`src/rtl/fifo_pkt_reader.sv`:
```
// Drain-side packet framer for the 72-bit FIFO: issues reads, absorbs read latency in a 2-entry skid buffer.
// Optional packet length check is built when PKT_READER_LEN_CHECK_EN is defined.
module fifo_pkt_reader #(
  parameter int DATA_WIDTH    = 64,
  parameter int CTRL_WIDTH    = DATA_WIDTH / 8,
  parameter int WIDTH         = DATA_WIDTH + CTRL_WIDTH,
  parameter int MAX_PKT_WORDS = 256
) (
  input  logic                  clk,
  input  logic                  rst,
  output logic                  fiforead,
  input  logic                  empty,
  input  logic [WIDTH-1:0]      out_fifo,
  output logic [DATA_WIDTH-1:0] out_data,
  output logic [CTRL_WIDTH-1:0] out_ctrl,
  output logic                  out_vld,
  input  logic                  out_rdy,
  output logic                  out_sop,
  output logic                  out_eop,
  output logic [15:0]           pkt_count,
  output logic                  err_drop,
  output logic                  err_len
);

  typedef enum logic [1:0] {IDLE = 2'd0, IN_PKT = 2'd1, DROP = 2'd2} state_t;

  typedef struct packed {
    logic [DATA_WIDTH-1:0] data;
    logic [CTRL_WIDTH-1:0] ctrl;
    logic                  sop;
    logic                  eop;
  } entry_t;

  state_t      state_q, state_d;
  entry_t      buf_q [2];
  entry_t      buf_d [2];
  entry_t      new_e;
  logic [1:0]  occ_q, occ_d;
  logic [1:0]  eff_occ;
  logic        inflight_q, inflight_d;
  logic        run_q;
  logic [15:0] pkt_count_q, pkt_count_d;
  logic        err_drop_q, err_drop_d;
  logic        pop, push, push_sop, push_eop, drop, is_delim, wr_idx;
  logic [CTRL_WIDTH-1:0] word_ctrl;

  assign word_ctrl = out_fifo[WIDTH-1:DATA_WIDTH];
  assign is_delim  = |word_ctrl;

  assign out_vld = (occ_q != 2'd0);
  assign pop     = out_vld & out_rdy;

  // The word leaving this cycle frees its slot, which keeps one read per cycle going.
  assign eff_occ    = occ_q + {1'b0, inflight_q} - {1'b0, pop};
  assign fiforead   = run_q & ~empty & (eff_occ < 2'd2);
  assign inflight_d = fiforead;

`ifdef PKT_READER_LEN_CHECK_EN
  localparam int CNT_W = $clog2(MAX_PKT_WORDS + 1);
  logic [CNT_W-1:0] cnt_q, cnt_d;
  logic             len_err, err_len_q, err_len_d, too_long;

  // A body word at MAX-1 would leave no room for the closing delimiter.
  assign too_long = (cnt_q >= CNT_W'(MAX_PKT_WORDS - 1));
`endif

  always_ff @(posedge clk or negedge rst) begin
    if (!rst) state_q <= IDLE;
    else      state_q <= state_d;
  end

  always_comb begin
    state_d = state_q;
    if (inflight_q) begin
      unique case (state_q)
        IDLE:   if (is_delim) state_d = IN_PKT;
        IN_PKT: begin
          if (is_delim) state_d = IDLE;
`ifdef PKT_READER_LEN_CHECK_EN
          else if (too_long) state_d = DROP;
`endif
        end
        DROP:    if (is_delim) state_d = IDLE;
        default: state_d = IDLE;
      endcase
    end
  end

  always_comb begin
    push     = 1'b0;
    push_sop = 1'b0;
    push_eop = 1'b0;
    drop     = 1'b0;
`ifdef PKT_READER_LEN_CHECK_EN
    len_err  = 1'b0;
`endif
    if (inflight_q) begin
      unique case (state_q)
        IDLE: begin
          if (is_delim) begin
            push     = 1'b1;
            push_sop = 1'b1;
          end else begin
            drop = 1'b1;
          end
        end
        IN_PKT: begin
          if (is_delim) begin
            push     = 1'b1;
            push_eop = 1'b1;
          end
`ifdef PKT_READER_LEN_CHECK_EN
          else if (too_long) begin
            drop    = 1'b1;
            len_err = 1'b1;
          end
`endif
          else begin
            push = 1'b1;
          end
        end
        default: drop = 1'b1;
      endcase
    end
  end

  assign new_e  = '{data: out_fifo[DATA_WIDTH-1:0], ctrl: word_ctrl, sop: push_sop, eop: push_eop};
  assign wr_idx = pop ? occ_q[1] : occ_q[0];

  always_comb begin
    buf_d = buf_q;
    if (pop)  buf_d[0] = buf_q[1];
    if (push) buf_d[wr_idx] = new_e;
    occ_d       = occ_q + {1'b0, push} - {1'b0, pop};
    pkt_count_d = pkt_count_q + {15'd0, pop & buf_q[0].eop};
    err_drop_d  = drop;
  end

  always_ff @(posedge clk or negedge rst) begin
    if (!rst) begin
      for (int i = 0; i < 2; i++) buf_q[i] <= '0;
      occ_q       <= 2'd0;
      inflight_q  <= 1'b0;
      run_q       <= 1'b0;
      pkt_count_q <= 16'd0;
      err_drop_q  <= 1'b0;
    end else begin
      for (int i = 0; i < 2; i++) buf_q[i] <= buf_d[i];
      occ_q       <= occ_d;
      inflight_q  <= inflight_d;
      run_q       <= 1'b1;
      pkt_count_q <= pkt_count_d;
      err_drop_q  <= err_drop_d;
    end
  end

`ifdef PKT_READER_LEN_CHECK_EN
  always_comb begin
    cnt_d = cnt_q;
    if (push) cnt_d = push_sop ? CNT_W'(1) : cnt_q + 1'b1;
    err_len_d = len_err;
  end

  always_ff @(posedge clk or negedge rst) begin
    if (!rst) begin
      cnt_q     <= '0;
      err_len_q <= 1'b0;
    end else begin
      cnt_q     <= cnt_d;
      err_len_q <= err_len_d;
    end
  end

  assign err_len = err_len_q;
`else
  assign err_len = 1'b0;
`endif

  assign out_data  = buf_q[0].data;
  assign out_ctrl  = buf_q[0].ctrl;
  assign out_sop   = buf_q[0].sop;
  assign out_eop   = buf_q[0].eop;
  assign pkt_count = pkt_count_q;
  assign err_drop  = err_drop_q;

endmodule
```
`config.mk`:
```
export PLATFORM = sky130hd
export DESIGN_NAME = fifo_pkt_reader
export DESIGN_NICKNAME = d
export VERILOG_FILES = /design/src/rtl/fifo_pkt_reader.sv
export SDC_FILE = /design/constraint.sdc
export NUM_CORES = 1
export LEC_CHECK = 0
export BUFFER_PORTS_ARGS = -buffer_cell sky130_fd_sc_hd__buf_2
export CORE_MARGIN = 10
export CORE_UTILIZATION = 52
export CTS_BUF_LIST = sky130_fd_sc_hd__clkbuf_4 sky130_fd_sc_hd__clkbuf_8 sky130_fd_sc_hd__clkbuf_16
export DETAILED_ROUTE_END_ITERATION = 6
export PLACE_DENSITY_LB_ADDON = 0.25
export RECOVER_POWER = 50
export SLEW_MARGIN = 20
export SYNTH_ARGS = -nofsm -noshare
export SYNTH_HDL_FRONTEND = slang
export SYNTH_SLANG_ARGS = --single-unit
```
`constraint.sdc`:
```
create_clock -name clk -period 5.3 [get_ports clk]
set_input_delay 0.265 -clock clk [delete_from_list [all_inputs] [get_ports clk]]
set_output_delay 0.265 -clock clk [all_outputs]
set_load 0.02 [all_outputs]
```
==> impl_metrics.yaml <==
status:
  status: "finished, violations left"
  failed_checks: "max-capacitance violations, max-slew violations"
sta:
  max-slew-margin-rel_pct: -73.5
  rsz0062_at_grt: "false"
  finalHoldViolations: 0
  setup_violations: 0
  setup_slack_ns: 1.88
  finClkSkew_ns: 0.00493
  worstMarginPinSlew_ns: 2.60
  period_share_pct: 64.5
  fin_crit_ns: 3.42
  whs_ns: 0.0155
  timing.setup.tns_ns: 0
  clock.fmax_mhz: 293
  maxSlewViolCount: 173
critical_path:
  path_max_fanout: 51
  start_kind: "flip-flop"
  slowest_delay_ns: 0.57
  critPathKind: "flip-flop to primary output"
  critPathSlowestCell: "buf_4"
  critical_path_arrival_ns: 3.15
  cp-end-kind: "primary output"
  ff2ff_setup_slack_ns: 2.70
  critPathBufInv: 3
  required_ns: 5.04
  critPathTopFamily: "buffers and inverters"
  path_cells: "or2_2 > nand2_2 > inv_2 > buf_4 > ha_1 > nor2b_1 > xnor2_1 > nor3b_1 > buf_2"
floorplanning:
  rows: 45
  io-pin-count: 170
  die_area_um2: 20700
  dieHeight_um: 144
  core_area_um2: 15100
  dieWidth_um: 144
  start_util_pct: 52.7
clocking:
  cts_hold_buf: 0
  cts_tree: "yes"
  cts.clk_slew.worst_paths_ns: 0.06
  cts-resized-gates: 0
  max-clock-path-buffers: 2
  htreeDepth: 4
  cts_root_buffer: "clkbuf_16"
  cts_sinks: 170
  cts_setup_buffers: 0
  clk_latency_ns: 0.42
  cts_made_buffers: 17
power:
  power_density_nw_per_um2: 643
  p_leak_nw: 4.31
  irDropWorstVdd_v: 0.000318
  power_mw: 5.65
finish:
  stdcell_area_um2: 8780
  drive_gt1_share_pct: 23.4
  final_core_util_pct: 58.0
  syn2layout_area_growth_pct: 9.93
  fin_cells: 1008
  nets: 889
synth:
  synthesis.area_um2: 7990
  ys_top_cells_by_count: "dfrtp_1, nand2_1, nor2_1"
  synth.ff_latch_count: 170
  synth_ff_type: "dfrtp_1"
  synth_top_area_share_pct: 53.3
  synth_edf_count: 0
  syn_inst: 727
  synth_cell_types: 36
  yosysMostFrequentCell: "dfrtp_1"
  syn_avg_cell_area_um2: 11.0
  ys_async_sr_fraction_pct: 100
  yosysSeqAreaShare_pct: 53.3
  synth_nets: 809
  synth_warnings: 0
  synthTopCellsByArea: "dfrtp_1, mux2_4, nand2_1"
  yosysTopAreaCell: "dfrtp_1"
min_path:
  holdCritPathClass: "input port to flip-flop"
place:
  io_buffers: 168
  dpl-instance-area_um2: 8310
  dp_hpwl_mm: 12.0
  preCtsSetupSlack_ns: 2.25
  place_congestion: 0.755
  dp_cells: 976
routing:
  route.detailed.drc: 0
  dr.pass1.iters: 5
  ant_nets: 0
  vias: 5361
  drt-wirelength-per-cell_um: 18.0
  drt-vias-per-instance: 5.32
  wl_mm: 18.2
  drtIter0Drc: 310
global_routing:
  grt_pass1_wl_mm: 29.3
  grt_pass1_vias: 5524
  grt-ovfl-total: 0
  grtUsageTotal_pct: 17.9
  antenna_found_initial: 0
  grt_max_degree: 111
job:
  maxCapViolCount: 2
==> worst reg2reg max path: stages (launching register included) <==
cell	delay, ns
dfrtp_1	0.41
or2_2	0.18
nand2_2	0.07
inv_2	0.36
buf_4	0.57
ha_1	0.40
nor2b_1	0.14
xnor2_1	0.08
nor3b_1	0.29
==> final timing paths <==
| check | endpoint | from | depth (start not counted) |
|---|---|---|---|
| min in group asynchronous | pkt_count[12] | rst | 1 |
| max in group asynchronous | asynchronous set/reset pin | rst | 2 |
| setup reg to reg | inflight_q | occ_q[1] | 8 |
| hold reg to reg | pkt_count[15] | pkt_count[15] | 1 |
| hold / removal | inflight_q | empty | 2 |
| setup / recovery | fiforead | occ_q[1] | 9 |
==> layout by cell type, fill, tap and decap left out, types with 3 or more instances in the layout <==
cell / netlist / final
dfrtp_1: 170 / 170
nand2_1: 154 / 153
clkbuf_1: 27 / 92
nor2_1: 78 / 78
buf_2: 6 / 75
a31oi_1: 72 / 72
mux2_4: 69 / 69
clkbuf_16: 0 / 17
xnor2_1: 11 / 11
xor2_1: 8 / 8
ha_1: 6 / 6
and3_1: 5 / 5
nand3_1: 5 / 5
clkinv_2: 0 / 5
buf_4: 73 / 5
mux2_2: 4 / 4
nand4_1: 4 / 4
clkbuf_8: 0 / 4
nor3_1: 3 / 3
==> cells by family (layout without fill, tap and decap cells) <==
kind of cell | after synthesis | count (layout) | synth area share (%)
AND/OR/NAND/NOR | 259 | 259 | 13.0
flip-flops | 170 | 170 | 53.3
buffers and inverters | 117 | 209 | 10.5
AO/OA/AOI/OAI | 80 | 80 | 6.44
multiplexers | 74 | 74 | 13.7
XOR/XNOR | 19 | 19 | 2.08
adder cells (fa/ha/maj) | 6 | 6 | 0.940
other | 2 | 3 | 0.0940
==> per-layer routing <==
| layer | vias to the layer above | GRT usage [%] | share of wire [%] |
|---|---|---|---|
| met5 | - | 0 | 0 |
| met4 | 0 | 6.18 | 1.4 |
| met3 | 23 | 5.21 | 6.9 |
| met2 | 153 | 28.6 | 49 |
| met1 | 2669 | 22.6 | 43 |
| li1 | 2516 | - | - |
==> layout make-up <==
class | count | area [µm²]
inverter | 3 | 11.3
clock inverter | 8 | 92.6
clock buffer | 23 | 495
timing repair buffer | 175 | 788
multi-input combinational | 440 | 2900
tap | 188 | 235
antenna | 1 | 2.50
sequential | 170 | 4250
fill | 1317 | 6370
==> power by group <==
| group | total, mW | internal [mW] | leakage, nW | switching [mW] |
|---|---|---|---|---|
| Combinational | 2.14 | 0.937 | 1.92 | 1.20 |
| Sequential | 2.27 | 1.90 | 2.10 | 0.365 |
| Clock | 1.24 | 0.748 | 0.295 | 0.493 |
Note: power is estimated with default switching activity, not from simulation.
